--- src/rtl/snn_axi_pkg.sv ---
`default_nettype none
// +--------------------------------------------------------------------+
// | Package : snn_axi_pkg                                              |
// | Brief   : Shared constants and types for the SNN result reader.    |
// | Rev     : 1.0  initial release                                     |
// +--------------------------------------------------------------------+
package snn_axi_pkg;

  // AXI read responses
  localparam logic [1:0] RRESP_OKAY   = 2'b00;
  localparam logic [1:0] RRESP_SLVERR = 2'b10;

  // Word offsets inside the register window (low nibble only)
  localparam logic [3:0] OFF_STATUS = 4'h0;
  localparam logic [3:0] OFF_RESULT = 4'h4;
  localparam logic [3:0] OFF_LAST   = 4'h8;
  localparam logic [3:0] OFF_COUNT  = 4'hC;

  // STATUS / RESULT bit positions
  localparam int STS_OVF_BIT   = 31;
  localparam int STS_EMPTY_BIT = 30;
  localparam int STS_FULL_BIT  = 29;
  localparam int RES_VALID_BIT = 31;

  // Read handshake state
  typedef enum logic {
    IDLE = 1'b0,
    RESP = 1'b1
  } hs_state_e;

endpackage
`default_nettype wire

--- src/rtl/result_fifo.sv ---
`default_nettype none
// +--------------------------------------------------------------------+
// | Module  : result_fifo                                              |
// | Brief   : Small synchronous FIFO; push while full is dropped       |
// |           unless a pop happens in the same cycle.                  |
// | Rev     : 1.0  initial release                                     |
// +--------------------------------------------------------------------+
module result_fifo #(
  parameter int unsigned WIDTH = 8,
  parameter int unsigned DEPTH = 4
) (
  input  logic                     clk,
  input  logic                     rst_n,
  input  logic                     push,
  input  logic                     pop,
  input  logic [WIDTH-1:0]         din,
  output logic [WIDTH-1:0]         dout,
  output logic                     empty,
  output logic                     full,
  output logic [$clog2(DEPTH):0]   count
);

  localparam int unsigned AW = $clog2(DEPTH);
  localparam int unsigned CW = AW + 1;
  localparam logic [CW-1:0] FULL_CNT = CW'(DEPTH);

  logic [WIDTH-1:0] mem_q [DEPTH];
  logic [AW-1:0]    wr_ptr_q, wr_ptr_d;
  logic [AW-1:0]    rd_ptr_q, rd_ptr_d;
  logic [CW-1:0]    count_q, count_d;
  logic             do_push, do_pop;

  // Accept/commit decisions and next pointer/count values
  always_comb begin
    do_pop   = pop && (count_q != '0);
    do_push  = push && ((count_q != FULL_CNT) || do_pop);
    wr_ptr_d = do_push ? wr_ptr_q + AW'(1) : wr_ptr_q;
    rd_ptr_d = do_pop  ? rd_ptr_q + AW'(1) : rd_ptr_q;
    count_d  = count_q;
    case ({do_push, do_pop})
      2'b10:   count_d = count_q + CW'(1);
      2'b01:   count_d = count_q - CW'(1);
      default: count_d = count_q;
    endcase
  end

  // Pointer and occupancy registers
  always_ff @(posedge clk) begin
    if (!rst_n) begin
      wr_ptr_q <= '0;
      rd_ptr_q <= '0;
      count_q  <= '0;
    end else begin
      wr_ptr_q <= wr_ptr_d;
      rd_ptr_q <= rd_ptr_d;
      count_q  <= count_d;
    end
  end

  // Storage; contents are only meaningful below the count, so no reset
  always_ff @(posedge clk) begin
    if (do_push) begin
      mem_q[wr_ptr_q] <= din;
    end
  end

  assign dout  = mem_q[rd_ptr_q];
  assign empty = (count_q == '0);
  assign full  = (count_q == FULL_CNT);
  assign count = count_q;

endmodule
`default_nettype wire

--- src/rtl/axi_lite_result_reader.sv ---
`default_nettype none
// +--------------------------------------------------------------------+
// | Module  : axi_lite_result_reader                                   |
// | Brief   : AXI4-Lite read-only slave returning SNN inference        |
// |           results via a capture FIFO and a small register window.  |
// | Rev     : 1.0  initial release                                     |
// +--------------------------------------------------------------------+
module axi_lite_result_reader
  import snn_axi_pkg::*;
#(
  parameter logic [31:0] BASE_ADDR  = 32'h0000_2000,
  parameter int unsigned WIN_BYTES  = 32,
  parameter int unsigned DIGIT_W    = 8,
  parameter int unsigned FIFO_DEPTH = 4,
  parameter int unsigned CNT_W      = 16
) (
  input  logic               ACLK,
  input  logic               ARESETN,
  input  logic [31:0]        ARADDR,
  input  logic [2:0]         ARPROT,
  input  logic               ARVALID,
  output logic               ARREADY,
  output logic [31:0]        RDATA,
  output logic [1:0]         RRESP,
  output logic               RVALID,
  input  logic               RREADY,
  input  logic               COPROCESSOR_RDY,
  input  logic [DIGIT_W-1:0] INFERED_DIGIT
);

  localparam logic [31:0] WIN_SIZE = 32'(WIN_BYTES);
  localparam int unsigned FCW = $clog2(FIFO_DEPTH) + 1;

  hs_state_e          state_q, state_d;
  logic               rvalid_q, rvalid_d;
  logic [31:0]        rdata_q, rdata_d;
  logic [1:0]         rresp_q, rresp_d;
  logic               rdy_q;
  logic               overflow_q, overflow_d;
  logic [DIGIT_W-1:0] last_q, last_d;
  logic [CNT_W-1:0]   total_q, total_d;

  logic [31:0]        off;
  logic [3:0]         reg_off;
  logic               in_win, low_reg, ar_hs;
  logic               sel_status, sel_result;
  logic               push, pop;
  logic [31:0]        rd_word;

  logic [DIGIT_W-1:0] fifo_dout;
  logic               fifo_empty, fifo_full;
  logic [FCW-1:0]     fifo_count;
  logic               unused_ok;

  result_fifo #(
    .WIDTH (DIGIT_W),
    .DEPTH (FIFO_DEPTH)
  ) u_fifo (
    .clk   (ACLK),
    .rst_n (ARESETN),
    .push  (push),
    .pop   (pop),
    .din   (INFERED_DIGIT),
    .dout  (fifo_dout),
    .empty (fifo_empty),
    .full  (fifo_full),
    .count (fifo_count)
  );

  // Address decode; byte lane bits are ignored and the base is word aligned
  always_comb begin
    off        = ARADDR - BASE_ADDR;
    in_win     = (off < WIN_SIZE);
    low_reg    = (off[31:4] == '0);
    reg_off    = {off[3:2], 2'b00};
    ar_hs      = (state_q == IDLE) && ARVALID;
    sel_status = ar_hs && in_win && low_reg && (reg_off == OFF_STATUS);
    sel_result = ar_hs && in_win && low_reg && (reg_off == OFF_RESULT);
  end

  // Read data multiplexer, evaluated against pre-side-effect state
  always_comb begin
    rd_word = '0;
    if (in_win && low_reg) begin
      case (reg_off)
        OFF_STATUS: begin
          rd_word[STS_OVF_BIT]   = overflow_q;
          rd_word[STS_EMPTY_BIT] = fifo_empty;
          rd_word[STS_FULL_BIT]  = fifo_full;
          rd_word[15:0]          = 16'(fifo_count);
        end
        OFF_RESULT: begin
          if (!fifo_empty) begin
            rd_word[RES_VALID_BIT] = 1'b1;
            rd_word[15:0]          = 16'(fifo_dout);
          end
        end
        OFF_LAST:  rd_word = 32'(last_q);
        OFF_COUNT: rd_word = 32'(total_q);
        default:   rd_word = '0;
      endcase
    end
  end

  // Capture path and read side effects; a same-cycle overflow beats the STATUS clear
  always_comb begin
    push       = COPROCESSOR_RDY && !rdy_q;
    pop        = sel_result && !fifo_empty;
    overflow_d = overflow_q;
    if (sel_status) begin
      overflow_d = 1'b0;
    end
    if (push && fifo_full && !pop) begin
      overflow_d = 1'b1;
    end
    last_d  = push ? INFERED_DIGIT : last_q;
    total_d = push ? total_q + CNT_W'(1) : total_q;
  end

  // AR/R handshake next-state and response registers
  always_comb begin
    state_d  = state_q;
    rvalid_d = rvalid_q;
    rdata_d  = rdata_q;
    rresp_d  = rresp_q;
    case (state_q)
      IDLE: begin
        if (ARVALID) begin
          state_d  = RESP;
          rvalid_d = 1'b1;
          rdata_d  = rd_word;
          rresp_d  = in_win ? RRESP_OKAY : RRESP_SLVERR;
        end
      end
      RESP: begin
        if (RREADY) begin
          state_d  = IDLE;
          rvalid_d = 1'b0;
        end
      end
      default: state_d = IDLE;
    endcase
  end

  // State registers
  always_ff @(posedge ACLK) begin
    if (!ARESETN) begin
      state_q    <= IDLE;
      rvalid_q   <= 1'b0;
      rdata_q    <= '0;
      rresp_q    <= RRESP_OKAY;
      rdy_q      <= 1'b0;
      overflow_q <= 1'b0;
      last_q     <= '0;
      total_q    <= '0;
    end else begin
      state_q    <= state_d;
      rvalid_q   <= rvalid_d;
      rdata_q    <= rdata_d;
      rresp_q    <= rresp_d;
      rdy_q      <= COPROCESSOR_RDY;
      overflow_q <= overflow_d;
      last_q     <= last_d;
      total_q    <= total_d;
    end
  end

  assign ARREADY   = (state_q == IDLE);
  assign RVALID    = rvalid_q;
  assign RDATA     = rdata_q;
  assign RRESP     = rresp_q;
  assign unused_ok = ^{ARPROT, off[1:0]};

endmodule
`default_nettype wire

--- config.mk ---
export PLATFORM = sky130hd
export DESIGN_NAME = axi_lite_result_reader
export DESIGN_NICKNAME = d
export VERILOG_FILES = /design/src/rtl/snn_axi_pkg.sv /design/src/rtl/result_fifo.sv /design/src/rtl/axi_lite_result_reader.sv
export SDC_FILE = /design/constraint.sdc
export NUM_CORES = 1
export LEC_CHECK = 0
export BUFFER_PORTS_ARGS = -buffer_cell sky130_fd_sc_hd__buf_2
export CELL_PAD_IN_SITES_DETAIL_PLACEMENT = 1
export CELL_PAD_IN_SITES_GLOBAL_PLACEMENT = 2
export CORE_MARGIN = 2
export CORE_UTILIZATION = 35
export CTS_CLUSTER_SIZE = 8
export DETAILED_ROUTE_END_ITERATION = 10
export PLACE_DENSITY = 0.82
export SLEW_MARGIN = 20
export SYNTH_ARGS = -nofsm -noshare
export SYNTH_HDL_FRONTEND = slang
export SYNTH_SLANG_ARGS = --single-unit
--- constraint.sdc ---
create_clock -name ACLK -period 3.8 [get_ports ACLK]
set_input_delay 0.38 -clock ACLK [delete_from_list [all_inputs] [get_ports ACLK]]
set_output_delay 0.38 -clock ACLK [all_outputs]
set_load 0.005 [all_outputs]
After elaboration in Yosys (flattened, before gate mapping) --
Memories as Yosys holds them, arrays and structs flattened. A register that Yosys moved wholly into a read port is not among the register bits. Index checks and enable logic that the tools add are counted. W data, S select, Z words.
Operators by class: div/mod/pow operators 0, equality and inequality tests 9, order comparisons 1, reductions and logical operators 25, multiplexer cells 20, multipliers 0, shifts and indexed selects 0, bitwise operators 1, add/sub/neg operators 6
Operators by type and width (number):
- $pmux W16 S4 | 1
- $lt A32 B6 Y1 const B | 1
- $mux W32 | 1
- $sub A32 B14 Y32 const B | 1
- $logic_not A28 Y1 | 1
- $add A16 B1 Y16 const B | 1
- $logic_and A1 B1 Y1 | 12
- $mux W1 | 9
- $mux W2 | 4
- $mux W8 | 1
- $eq A2 B2 Y1 const B | 3
- $pmux W1 S2 | 3
- $pmux W3 S2 | 1
- $add A2 B1 Y2 const B | 2
- $eq A2 B1 Y1 const B | 2
- $logic_not A4 Y1 | 1
- $ne A2 B2 Y1 const B | 2
- $reduce_and A2 Y1 | 2
- $reduce_bool A2 Y1 | 2
- $add A3 B1 Y3 const B | 1
- $eq A3 B3 Y1 const B | 1
- $logic_not A1 Y1 | 3
- $logic_not A3 Y1 | 1
- $ne A3 B3 Y1 const B | 1
- 5 further kinds | 5
Word-level totals: bits in latches 0, memories 1, output and inout bits 36, register bits after elaboration 69, bits in writable memories 32, ROM bits 0
Memories:
- u_fifo.mem_q | words 4, bits a word 8, read ports 1, clocked after memory_dff 1, write ports 1, line result_fifo.sv:27 | logic [WIDTH-1:0] mem_q [DEPTH];

Logic depth before layout (Yosys ltp) --
Gate-level depths: netlist of the first run.
depth after elaboration 11, mapped depth 13, mapped depth without buffers 13

Cells and area by module --
Synthesis of the first run repeated with hierarchy kept, for this count alone.
Second synthesis, totals: cell total of the unflattened synthesis 396, area total of the unflattened synthesis 4239.1 sq um
By module, submodules not included:
- axi_lite_result_reader | instances 1, cells each 294, area an instance 2539.9 sq um
- result_fifo | instances 1, cells each 102, area an instance 1699.1 sq um

Worst setup path after synthesis of the first run --
OpenSTA, ideal clock, no wires.
path type input port to flip-flop, start point input port ARADDR[13], end point register u_fifo.count_q[2] (netlist: u_fifo.count[2]), stages on the path 12, arrival 3.019 ns, path slack 0.659 ns, path buffers 0, cell sequence inv_1 ha_1 nor4b_4 nand2_1 or4_4 and2_1 nor4_1 nand2_1 fa_1 nor4_1 a31oi_1 mux2i_1
On the way: word-level cells in the longest chain between the ends 11
RTL lines:
- start, declared | line axi_lite_result_reader.sv:19 | input logic [31:0] ARADDR,
- $sub A32 B14 Y32 * | line axi_lite_result_reader.sv:72 | off = ARADDR - BASE_ADDR;
- $lt A32 B6 Y1 | line axi_lite_result_reader.sv:73 | in_win = (off < WIN_SIZE);
- $logic_and A1 B1 Y1 | line axi_lite_result_reader.sv:78 | sel_result = ar_hs && in_win && low_reg && (reg_off == OFF_RESULT);
- $logic_and A1 B1 Y1 * (2 in a row) | line axi_lite_result_reader.sv:78
- $logic_and A1 B1 Y1 * | line axi_lite_result_reader.sv:108 | pop = sel_result && !fifo_empty;
- $logic_and A1 B1 Y1 * | line result_fifo.sv:35 | do_pop = pop && (count_q != '0);
- $logic_or A1 B1 Y1 | line result_fifo.sv:36 | do_push = push && ((count_q != FULL_CNT) || do_pop);
- $logic_and A1 B1 Y1 | line result_fifo.sv:36
- $eq A2 B1 Y1 or $eq A2 B2 Y1 (tied branches) | line result_fifo.sv:40 | case ({do_push, do_pop})
- $pmux W3 S2 or $reduce_bool A2 Y1 (tied branches)
- end signal, assigned | line result_fifo.sv:56 | count_q <= count_d;
- end, declared | line result_fifo.sv:30 | logic [CW-1:0] count_q, count_d;
Mark *: on every way between the ends. The rest lies on a longest branch, timed or not. A chain may end at the register's enable or synchronous reset.

Final worst setup path of the first run --
Ends and elaborated chain as after synthesis.

==> reports/qor.log, run 1 <==
INFO  status         outcome=finished clean
INFO  worst_setup_path crit_required=4030ps
INFO  detailed_routing routed_wirelength=9350microns
INFO  place          placed_area=4710squm
INFO  timing         finalMaxSlewViolations=0
INFO  global_route   number_of_antenna_violations_at_the_first_check_in_global_routing=0
INFO  synth          synthesis.yosys.warnings=0
INFO  floorplan      initial_utilization=35.8%
INFO  global_route   grt_first_pass_wirelength=16000microns
INFO  clock_network  cts.root.buffer_cell=clkbuf_16
INFO  timing         rsz0062_at_grt=no
INFO  place          post-dp-hpwl=7030microns
INFO  synth          post_synth_instance_area=4300squm
INFO  clock_network  tritoncts=yes
INFO  clock_network  cts.sinks=89
INFO  synth          yosys.cell_types.count=54
INFO  job            max_cap_viol_count=0
INFO  clock_network  cts_made_buffers=9
INFO  place          routability_cong=0.797
INFO  floorplan      floorplan.die.height=115microns
INFO  layout         final_area=5020squm
INFO  power_and_ir_drop power_per_cell_area=425nW/um^2
INFO  detailed_routing viasPerCell=5.08
INFO  worst_setup_path worst_ep_arrival_time=3410ps
INFO  detailed_routing num_vias=3129
INFO  synth          postSynth.topFlopCell=dfxtp_1
INFO  worst_setup_path crit_type=primary input to flop
INFO  clock_network  clock_slew_at_reported_path_ffs=60ps
INFO  worst_setup_path worstPathMaxFanout=5
INFO  clock_network  htree_num_levels=3
INFO  floorplan      fp-row-count=40
INFO  synth          postSynthCellCount=403
INFO  worst_setup_path kind_of_capture_point_of_the_worst_setup_path=flop
INFO  global_route   grtUsageTotal=15.2%
INFO  clock_network  cts_post_setup_buffers_inserted=0
INFO  synth          postSynthRegisterBits=89
INFO  synth          synth.avg_cell_area=10.7squm
INFO  layout         num-nets-final=519
INFO  timing         slew_headroom=50.4%
INFO  synth          synth_sequential_area_ratio=48.9%
INFO  worst_hold_path min_delay_worst_endpoint=rdy_q$_SDFF_PN0_
INFO  worst_hold_path hp-start=COPROCESSOR_RDY
INFO  place          io_buffers=64
INFO  detailed_routing drtPass1Iterations=4
INFO  worst_setup_path regToRegStartpoint=state_q$_SDFF_PN0_
INFO  detailed_routing remaining_number_of_nets_flagged_by_the_antenna_check_after_routing=0
INFO  detailed_routing drt_iter0_drc=135
INFO  global_route   first_global_vias=3210
INFO  timing         tightest_slew=743ps
INFO  detailed_routing routed_wire_length_per_instance=15.2microns
INFO  floorplan      dieArea=13200squm
INFO  timing         maximum_clock_frequency=315MHz
INFO  layout         layout-area-overhead-vs-synth=16.7%
INFO  worst_hold_path hold_depth=2
INFO  worst_setup_path rr_worst_depth=8
INFO  clock_network  ctsResizeCount=0
INFO  global_route   grt_start_max_net_pins=40
INFO  synth          synth_async_sr_flop_share=0%
INFO  floorplan      die_width=115microns
INFO  clock_network  worst_skew_pair.late_latency=340ps
INFO  layout         drive_gt1_share=24.9%
INFO  timing         final_hold_viol_count=0
INFO  layout         insertedDiodeCount=0
INFO  synth          number_of_enable_flip_flop_cells_after_synthesis=32
INFO  worst_setup_path setup.worst_path.start_class=primary input
INFO  power_and_ir_drop irDropWorstVdd=0.000238V
INFO  timing         period_needed=3170ps
INFO  power_and_ir_drop power.leakage=1.84nW
INFO  layout         layout.cells.most_common=buf_2
INFO  worst_setup_path worstSetupStartpoint=ARADDR[13]
INFO  detailed_routing drc=0
INFO  timing         setup_violations_final=0
INFO  layout         layout.cells.most_common_list=64 x buf_2, 57 x dfxtp_1, 47 x nand2_1
INFO  timing         finalCritPeriodShare=83.5%
INFO  floorplan      design.portCount=84
INFO  global_route   overflow=0
INFO  worst_setup_path rr_endpoint=u_fifo.mem_q[0][5]$_DFFE_PP_
INFO  timing         tns=0ps
INFO  clock_network  cts_hold_repair.buffers=0
INFO  worst_hold_path hold_class=primary input to flop
INFO  worst_setup_path timing.reg2reg.setup_slack=1220ps
INFO  clock_network  ctsLongestPathBuffers=2
INFO  floorplan      core=12000squm
INFO  timing         finalClockSkew=7.56ps
-- how the worst max path moves through the flow --
stage / endpoint / slack [ps] / depth (start not counted)
2_1_floorplan: u_fifo.count[2]$_SDFFE_PN0P_ / 660 / 12
5_1_grt: u_fifo.count[2]$_SDFFE_PN0P_ / 400 / 14
3_5_place_dp: u_fifo.count[2]$_SDFFE_PN0P_ / 290 / 14
6_report: u_fifo.count[2]$_SDFFE_PN0P_ / 630 / 14
4_1_cts: u_fifo.count[2]$_SDFFE_PN0P_ / 630 / 14
3_3_place_gp: u_fifo.count[2]$_SDFFE_PN0P_ / 330 / 14
-- final cells by class --
cell class              count  area [sq um]
repair buffers             69           358
multi-input cells         287          2030
well taps                 147           184
fillers                  1346          6990
inverters                   8          30.0
flip-flops and latches     89          2100
clock inverters             5          80.1
clock buffers              11           233
-- cell families after synthesis --
| family | after synthesis | share of synthesized area, % |
|---|---|---|
| AND/OR/NAND/NOR | 162 | 20.7 |
| buffers and inverters | 40 | 4.98 |
| other | 1 | 0.0872 |
| multiplexers | 11 | 4.89 |
| flip-flops | 89 | 48.9 |
| adder cells (fa/ha/maj) | 7 | 2.21 |
| XOR/XNOR | 18 | 3.67 |
| AO/OA/AOI/OAI | 75 | 14.6 |
-- Yosys cell counts (3+ instances only) --
cell      instances  area (sq um)
nand3_1          14          70.1
inv_1             8          30.0
nand4_1           4          25.0
and3_1            6          37.5
nand2_1          47           176
ha_1              6          75.1
a22o_1           10          87.6
dfxtp_1          57          1140
mux2i_1           3          30.0
a21boi_0         11          82.6
o21ai_0          10          50.1
nor2_1           29           109
buf_4            14           105
nor2b_1           5          31.3
nand2b_1          3          18.8
a22oi_2           8           100
and2_1           13          81.3
mux4_2            8           180
a22oi_1          10          75.1
xnor2_1           7          61.3
clkbuf_1         16          60.1
edfxtp_1         32           961
a31oi_1           3          18.8
nor2b_2           7          61.3
a21oi_1          10          50.1
or3_1             5          31.3
a211oi_1          4          30.0
xor2_1           11          96.3
nor3_1            6          30.0
nor4_1            7          43.8
-- metal layers --
metal	track usage (%)	up-vias	part of all wire (%)
li1	-	1555	-
met1	19.3	1513	48
met2	25.8	55	48
met3	4.53	6	3.9
met4	3.61	0	0.52
met5	0	-	0
-- per-stage QoR --
step	cells	util (%)	total power, W	worst slack [ps]	hold WS, ps
final	616	41.8	0.00213	626	266
after global routing	616	41.8	0.00222	396	269
after CTS	616	41.8	0.00215	632	257
after detailed placement	600	39.2	0.00122	286	457
after global placement	600	39.2	0.00121	327	452
after floorplan	416	-	0.00116	659	444
-- worst max-delay path, stage by stage --
cell and delay, ps:
buf_2 120, inv_1 50, ha_1 240, nor4b_4 250, nand2_1 170, or4_4 580
and2_1 180, nor4_1 270, buf_4 170, nand2_1 70, fa_1 420, nor4_1 280
a31oi_1 80, mux2i_1 150
-- report_power, final --
group | internal [W] | switching (W)
Clock | 0.000575 | 0.000358
Sequential | 0.00101 | 0.0000130
Combinational | 0.0000669 | 0.000105
-- state kept, by name, summed over array words and instances, names as in the netlist, 2 cells and up, named ones only --
register / flops
u_fifo.count: 3
total_q: 16
u_fifo.mem_q: 32
last_q: 8
u_fifo.wr_ptr_q: 2
RDATA: 19
u_fifo.rd_ptr_q: 2
Power figures use the tool's default switching activity.
==> run 2: changes to the inputs <==
clock period = 3.1 ns   (was 3.8 ns; I/O delays follow)
==> run 2 against run 1 <==
  * Die area unchanged
  * Clock skew decreased by 3.0 ps
  * First-iteration DRC count decreased by 10%
  * Via count increased by 1.5%
  * Critical endpoint unchanged
==> reports/qor.log, run 2 (synthesis gave the netlist of run 1 again) <==
INFO  power_and_ir_drop p_sw=0.000590W
INFO  worst_hold_path hp-start=COPROCESSOR_RDY
INFO  global_route   first_global_vias=3318
INFO  place          routability_cong=0.825
INFO  global_route   grt_first_pass_wirelength=16300microns
INFO  timing         setup_violations_final=0
INFO  worst_hold_path min_delay_worst_endpoint=rdy_q$_SDFF_PN0_
INFO  detailed_routing drt_iter0_drc=121
INFO  timing         finalMaxSlewViolations=0
INFO  detailed_routing drtPass1Iterations=4
INFO  place          post-dp-hpwl=7550microns
INFO  floorplan      fp-row-count=40
INFO  timing         finalClockSkew=4.57ps
INFO  detailed_routing viasPerCell=5.00
INFO  layout         layout.cells.most_common=buf_2
INFO  global_route   grt_start_max_net_pins=40
INFO  power_and_ir_drop power.leakage=1.95nW
INFO  place          io_buffers=64
INFO  clock_network  ctsResizeCount=0
INFO  global_route   number_of_antenna_violations_at_the_first_check_in_global_routing=0
INFO  power_and_ir_drop sw_frac_of_total=22.4%
INFO  layout         layout.cells.most_common_list=64 x buf_2, 57 x dfxtp_1, 47 x nand2_1
INFO  detailed_routing routed_wire_length_per_instance=15.4microns
INFO  worst_setup_path crit_type=primary input to flop
INFO  clock_network  clock_slew_at_reported_path_ffs=60ps
INFO  floorplan      die_width=115microns
INFO  timing         period_needed=2870ps
INFO  timing         holdWs=198ps
INFO  clock_network  cts_post_setup_buffers_inserted=0
INFO  floorplan      floorplan.die.height=115microns
INFO  timing         rsz0062_at_grt=no
INFO  timing         tns=0ps
INFO  power_and_ir_drop power_per_cell_area=506nW/um^2
INFO  power_and_ir_drop combinationalPowerShare=8.8%
INFO  timing         final_hold_viol_count=0
INFO  worst_setup_path path_cells=buf_2, inv_1, ha_1, nor4b_4, nand2_1, or4_4, and2_1, nor4_1, buf_4, nand2_1, fa_1, nor4_1, a31oi_1, mux2i_1
INFO  timing         tightest_slew=757ps
INFO  worst_setup_path worst_ep_arrival_time=3100ps
INFO  clock_network  cts.sinks=89
INFO  worst_hold_path hold_class=primary input to flop
INFO  status         outcome=finished clean
INFO  clock_network  ctsLongestPathBuffers=2
INFO  detailed_routing remaining_number_of_nets_flagged_by_the_antenna_check_after_routing=0
INFO  layout         num-nets-final=538
INFO  worst_setup_path rr_worst_depth=10
INFO  worst_setup_path crit_required=3330ps
INFO  floorplan      design.portCount=84
INFO  power_and_ir_drop irDropWorstVdd=0.000405V
INFO  timing         slew_headroom=49.5%
INFO  clock_network  htree_num_levels=3
INFO  clock_network  cts_made_buffers=9
INFO  floorplan      initial_utilization=35.8%
INFO  layout         drive_gt1_share=28.3%
INFO  job            max_cap_viol_count=0
INFO  global_route   grtUsageTotal=15.8%
INFO  worst_setup_path timing.reg2reg.setup_slack=820ps
INFO  worst_setup_path kind_of_capture_point_of_the_worst_setup_path=flop
INFO  global_route   overflow=0
INFO  clock_network  worst_skew_pair.late_latency=340ps
INFO  detailed_routing num_vias=3175
INFO  worst_setup_path regToRegStartpoint=u_fifo.count[2]$_SDFFE_PN0P_
INFO  layout         insertedDiodeCount=0
INFO  worst_setup_path critPathBufInv=3
INFO  worst_setup_path slowest_delay=490ps
INFO  power_and_ir_drop seq_pwr_share=47.8%
INFO  worst_setup_path worstPathMaxFanout=2
INFO  floorplan      dieArea=13200squm
INFO  worst_setup_path rr_endpoint=u_fifo.count[2]$_SDFFE_PN0P_
INFO  detailed_routing routed_wirelength=9800microns
INFO  worst_hold_path hold_depth=2
INFO  timing         finalCritPeriodShare=92.6%
INFO  power_and_ir_drop p_total=0.00264W
INFO  worst_setup_path cp_slowest_cell=or4_4
INFO  worst_setup_path critPathTopFamily=simple AND/OR/NAND/NOR gates
INFO  clock_network  cts_hold_repair.buffers=0
INFO  layout         largest_register_ffs=32
INFO  clock_network  cts.root.buffer_cell=clkbuf_16
INFO  clock_network  tritoncts=yes
INFO  floorplan      core=12000squm
INFO  detailed_routing drc=0
INFO  layout         top_reg_by_flops=u_fifo.mem_q
INFO  power_and_ir_drop pwr-share-clk=43.4%
INFO  timing         maximum_clock_frequency=348MHz
INFO  power_and_ir_drop intPower=0.00205W
INFO  worst_setup_path setup.worst_path.start_class=primary input
INFO  layout         layout-area-overhead-vs-synth=21.4%
-- run 2: cell count changes in the layout (fill, tap and decap cells not counted), sizes merged --
cell	previous run	this run
buf	69	88
inv	8	9
clkbuf	11	9
clkinv	2	3
-- run 2: how the worst max path moves through the flow --
stage	start	endpoint	slack [ps]	cells past startpoint
3_5_place_dp	ARADDR[13]	u_fifo.count[2]$_SDFFE_PN0P_	-140	14
6_report	ARADDR[13]	u_fifo.count[2]$_SDFFE_PN0P_	230	14
3_3_place_gp	ARADDR[13]	u_fifo.count[2]$_SDFFE_PN0P_	-40	14
5_1_grt	ARADDR[13]	u_fifo.count[2]$_SDFFE_PN0P_	80	14
2_1_floorplan	ARADDR[13]	u_fifo.count[2]$_SDFFE_PN0P_	30	12
4_1_cts	ARADDR[13]	u_fifo.count[2]$_SDFFE_PN0P_	210	14
-- run 2: metal layers --
metal	up-vias	GRT usage (%)	wire length (microns)
met1	1514	19.8	4560
met2	57	27.0	4720
met4	0	4.42	112
met5	-	0	0
met3	12	4.16	408
li1	1592	-	-
-- run 2: layout make-up --
class / count / area, sq um
multi-input combinational: 287 / 2030
sequential: 89 / 2100
fill: 1334 / 6790
timing repair buffer: 88 / 551
inverter: 8 / 30.0
clock inverter: 7 / 93.8
tap: 147 / 184
clock buffer: 9 / 225
-- run 2: metrics by stage --
| step | instance area [sq um] | instances | setup WS [ps] | utilization [%] |
|---|---|---|---|---|
| detailed placement | 4900 | 619 | -140 | 40.8 |
| global route | 5220 | 635 | 79.7 | 43.4 |
| finish | 5220 | 635 | 230 | 43.4 |
| global placement | 4900 | 619 | -35.8 | 40.8 |
| floorplan | 4350 | 416 | 28.7 | - |
| CTS | 5220 | 635 | 213 | 43.4 |
-- run 2: power by group through the flow --
stage / logic, W / registers (W) / clock network [W]
6_report: 0.000232 / 0.00126 / 0.00115
5_1_grt: 0.000263 / 0.00126 / 0.00123
4_1_cts: 0.000236 / 0.00126 / 0.00118
3_5_place_dp: 0.000234 / 0.00129 / 0
3_3_place_gp: 0.000226 / 0.00128 / 0
2_1_floorplan: 0.000142 / 0.00128 / 0
==> run 3: changes to the inputs <==
ABC_AREA = 1   (was not set)
CORE_UTILIZATION = 31   (was 35)
CTS_BUF_LIST = sky130_fd_sc_hd__clkbuf_16   (was not set)
PLACE_DENSITY = 0.81   (was 0.82)
SYNTH_HIERARCHICAL = 1   (was not set)
==> run 3 against run 2 <==
  * Die area increased by 12%
  * Largest cell class unchanged
  * Highest routed layer unchanged
  * Critical endpoint is now u_fifo/count[2]$_SDFFE_PN0P_
  * Utilization decreased by 5.5 points
  * Register-to-register slack about the same
  * Final area decreased by 2.9%
  * Worst hold slack got worse by 33 ps
  * Largest power group unchanged
  * Via count increased by 17%
  * Synthesized cell count increased by 37%
==> reports/qor.log, run 3 <==
INFO  status         outcome=finished clean
INFO  clock_network  cts.root.buffer_cell=clkbuf_16
INFO  timing         finalCritPeriodShare=80.3%
INFO  worst_setup_path worst_ep_arrival_time=2720ps
INFO  synth          number_of_enable_flip_flop_cells_after_synthesis=32
INFO  place          io_buffers=64
INFO  synth          synth.top_cells.by_area=dfxtp_1 27%, edfxtp_1 22%, nand2_1 9.9%
INFO  clock_network  clock_slew_at_reported_path_ffs=60ps
INFO  synth          postSynthRegisterBits=89
INFO  clock_network  cts_made_buffers=9
INFO  synth          synth_sequential_area_ratio=49.2%
INFO  clock_network  ctsLongestPathBuffers=2
INFO  global_route   grt_start_max_net_pins=30
INFO  layout         layout.cells.most_common=nand2_1
INFO  worst_hold_path hold_class=primary input to flop
INFO  timing         slew_headroom=66.9%
INFO  synth          fraction_of_synthesized_cell_area_taken_by_the_top_area_cell_type=26.7%
INFO  floorplan      floorplan.die.height=121microns
INFO  floorplan      design.portCount=84
INFO  global_route   overflow=0
INFO  timing         tightest_slew=495ps
INFO  detailed_routing remaining_number_of_nets_flagged_by_the_antenna_check_after_routing=0
INFO  timing         post_route_setup_slack=610ps
INFO  synth          postSynth.topFlopCell=dfxtp_1
INFO  timing         maximum_clock_frequency=402MHz
INFO  layout         layout-area-overhead-vs-synth=18.4%
INFO  detailed_routing num_vias=3704
INFO  worst_setup_path crit_type=primary input to flop
INFO  place          post-dp-hpwl=8160microns
INFO  synth          synth.avg_cell_area=7.73squm
INFO  synth          postSynthCellCount=553
INFO  synth          synthMostInstantiatedCell=nand2_1
INFO  global_route   grt_first_pass_wirelength=18000microns
INFO  floorplan      die_width=121microns
INFO  synth          synthesis.yosys.warnings=6
INFO  power_and_ir_drop irDropWorstVdd=0.000457V
INFO  layout         num-nets-final=681
INFO  worst_setup_path setup.worst_path.start_class=primary input
INFO  worst_setup_path crit_required=3330ps
INFO  detailed_routing drtPass1Iterations=4
INFO  synth          synth_async_sr_flop_share=0%
INFO  synth          synthDominantAreaCellType=dfxtp_1
INFO  clock_network  cts_hold_repair.buffers=0
INFO  global_route   grtUsageTotal=15.2%
INFO  clock_network  worst_skew_pair.late_latency=340ps
INFO  place          worst_setup_slack_before_clock_tree_synthesis=240ps
INFO  layout         layout.cells.most_common_list=113 x nand2_1, 96 x nor2_1, 64 x buf_2
INFO  layout         insertedDiodeCount=0
INFO  timing         finalClockSkew=7.03ps
INFO  clock_network  cts_post_setup_buffers_inserted=0
INFO  timing         setup_violations_final=0
INFO  detailed_routing drt_iter0_drc=118
INFO  detailed_routing viasPerCell=4.59
INFO  layout         top_reg_by_flops=u_fifo/mem_q
INFO  place          numPlacedInstances=791
INFO  clock_network  tritoncts=yes
INFO  timing         tns=0ps
INFO  detailed_routing routed_wire_length_per_instance=13.1microns
INFO  job            max_cap_viol_count=0
INFO  floorplan      dieArea=14700squm
INFO  floorplan      core=13300squm
INFO  worst_setup_path kind_of_capture_point_of_the_worst_setup_path=flop
INFO  global_route   first_global_vias=3739
INFO  timing         final_hold_viol_count=0
INFO  clock_network  ctsResizeCount=0
INFO  layout         drive_gt1_share=17.0%
INFO  timing         rsz0062_at_grt=no
INFO  timing         finalMaxSlewViolations=0
INFO  layout         largest_register_ffs=32
INFO  floorplan      initial_utilization=32.0%
INFO  timing         period_needed=2490ps
INFO  layout         final_cells=807
INFO  floorplan      fp-row-count=42
INFO  detailed_routing drc=0
INFO  synth          yosys.cell_types.count=36
INFO  layout         fill_cells=1672
INFO  clock_network  cts.sinks=89
INFO  synth          post_synth_instance_area=4280squm
INFO  power_and_ir_drop power.leakage=2.08nW
INFO  clock_network  htree_num_levels=3
INFO  detailed_routing routed_wirelength=10600microns
INFO  power_and_ir_drop power_per_cell_area=493nW/um^2
INFO  worst_setup_path worstPathMaxFanout=4
INFO  global_route   number_of_antenna_violations_at_the_first_check_in_global_routing=0
INFO  place          routability_cong=0.797
INFO  synth          yosys-top-cells-count=113 x nand2_1, 96 x nor2_1, 61 x inv_1
-- run 3: changes by cell type after synthesis, sizes merged, moves of 14 or more --
| cell | delta |
|---|---|
| o21ai | +32 |
| nand3 | +14 |
| nand2 | +70 |
| inv | +54 |
| a21oi | +29 |
| nor2 | +72 |
| a22oi | -18 |
-- run 3: worst max-delay path, stage by stage --
cell     delay (ps)
buf_2           100
inv_1           120
ha_1            240
nand2_1          90
nor2_1          160
nand2_1          70
nand2_1          60
nand2_1          50
nor2_2          110
nand3_1          80
nor2_1          150
nand4_1         120
inv_1           110
nand3_1         150
fa_1            420
inv_1            70
nand4_1         110
a21oi_1         160
nor2_1           60
-- run 3: logic make-up after synthesis --
| group | Yosys count | share of synthesized area [%] |
|---|---|---|
| fa+ha+maj | 7 | 2.22 |
| simple gates | 269 | 26.6 |
| compound gates | 98 | 12.7 |
| other cells | 1 | 0.0877 |
| buf+inv | 89 | 9.28 |
| flops | 89 | 49.2 |
-- run 3: layout make-up --
class                           instances  area [sq um]  share of cell area [%]
Multi-Input combinational cell        388          1830                    36.1
Sequential cell                        89          2100                    41.5
Clock buffer                            9           225                    4.45
Timing Repair Buffer                   74           395                    7.81
Inverter                               64           240                    4.74
Clock inverter                          7          55.1                    1.09
Tap cell                              176           220                    4.35
-- run 3: stage by stage --
step	total power (W)	hold WS (ps)	instance area, sq um	util, %
2_1_floorplan	0.00142	403	4320	-
3_3_place_gp	0.00150	446	4780	35.8
3_5_place_dp	0.00151	457	4780	35.8
4_1_cts	0.00254	155	5060	37.9
5_1_grt	0.00262	157	5060	37.9
6_report	0.00250	165	5060	37.9
-- run 3: metal layers --
| metal | up-vias | share of wire [%] | GRT usage, % |
|---|---|---|---|
| met2 | 64 | 47 | 25.5 |
| met4 | 0 | 0.84 | 3.66 |
| met1 | 1710 | 48 | 19.8 |
| li1 | 1923 | - | - |
| met5 | - | 0 | 0 |
| met3 | 7 | 4.2 | 3.48 |
-- run 3: power by group --
group,internal (W),switching [W]
Clock,0.000550,0.000467
Sequential,0.00124,0.0000162
Combinational,0.0000746,0.000143
-- run 3: path summary, 6_finish.rpt --
check | startpoint | depth (start not counted) | slack (ps) | end
worst min register to register | RDATA[10]$_SDFFE_PN0P_ | 2 | 460 | RDATA[10]$_SDFFE_PN0P_
worst max register to register | rdy_q$_SDFF_PN0_ | 10 | 820 | total_q[14]$_SDFFE_PN0P_
worst max-delay path | ARADDR[13] | 19 | 610 | u_fifo/count[2]$_SDFFE_PN0P_
worst min-delay path | COPROCESSOR_RDY | 3 | 160 | rdy_q$_SDFF_PN0_
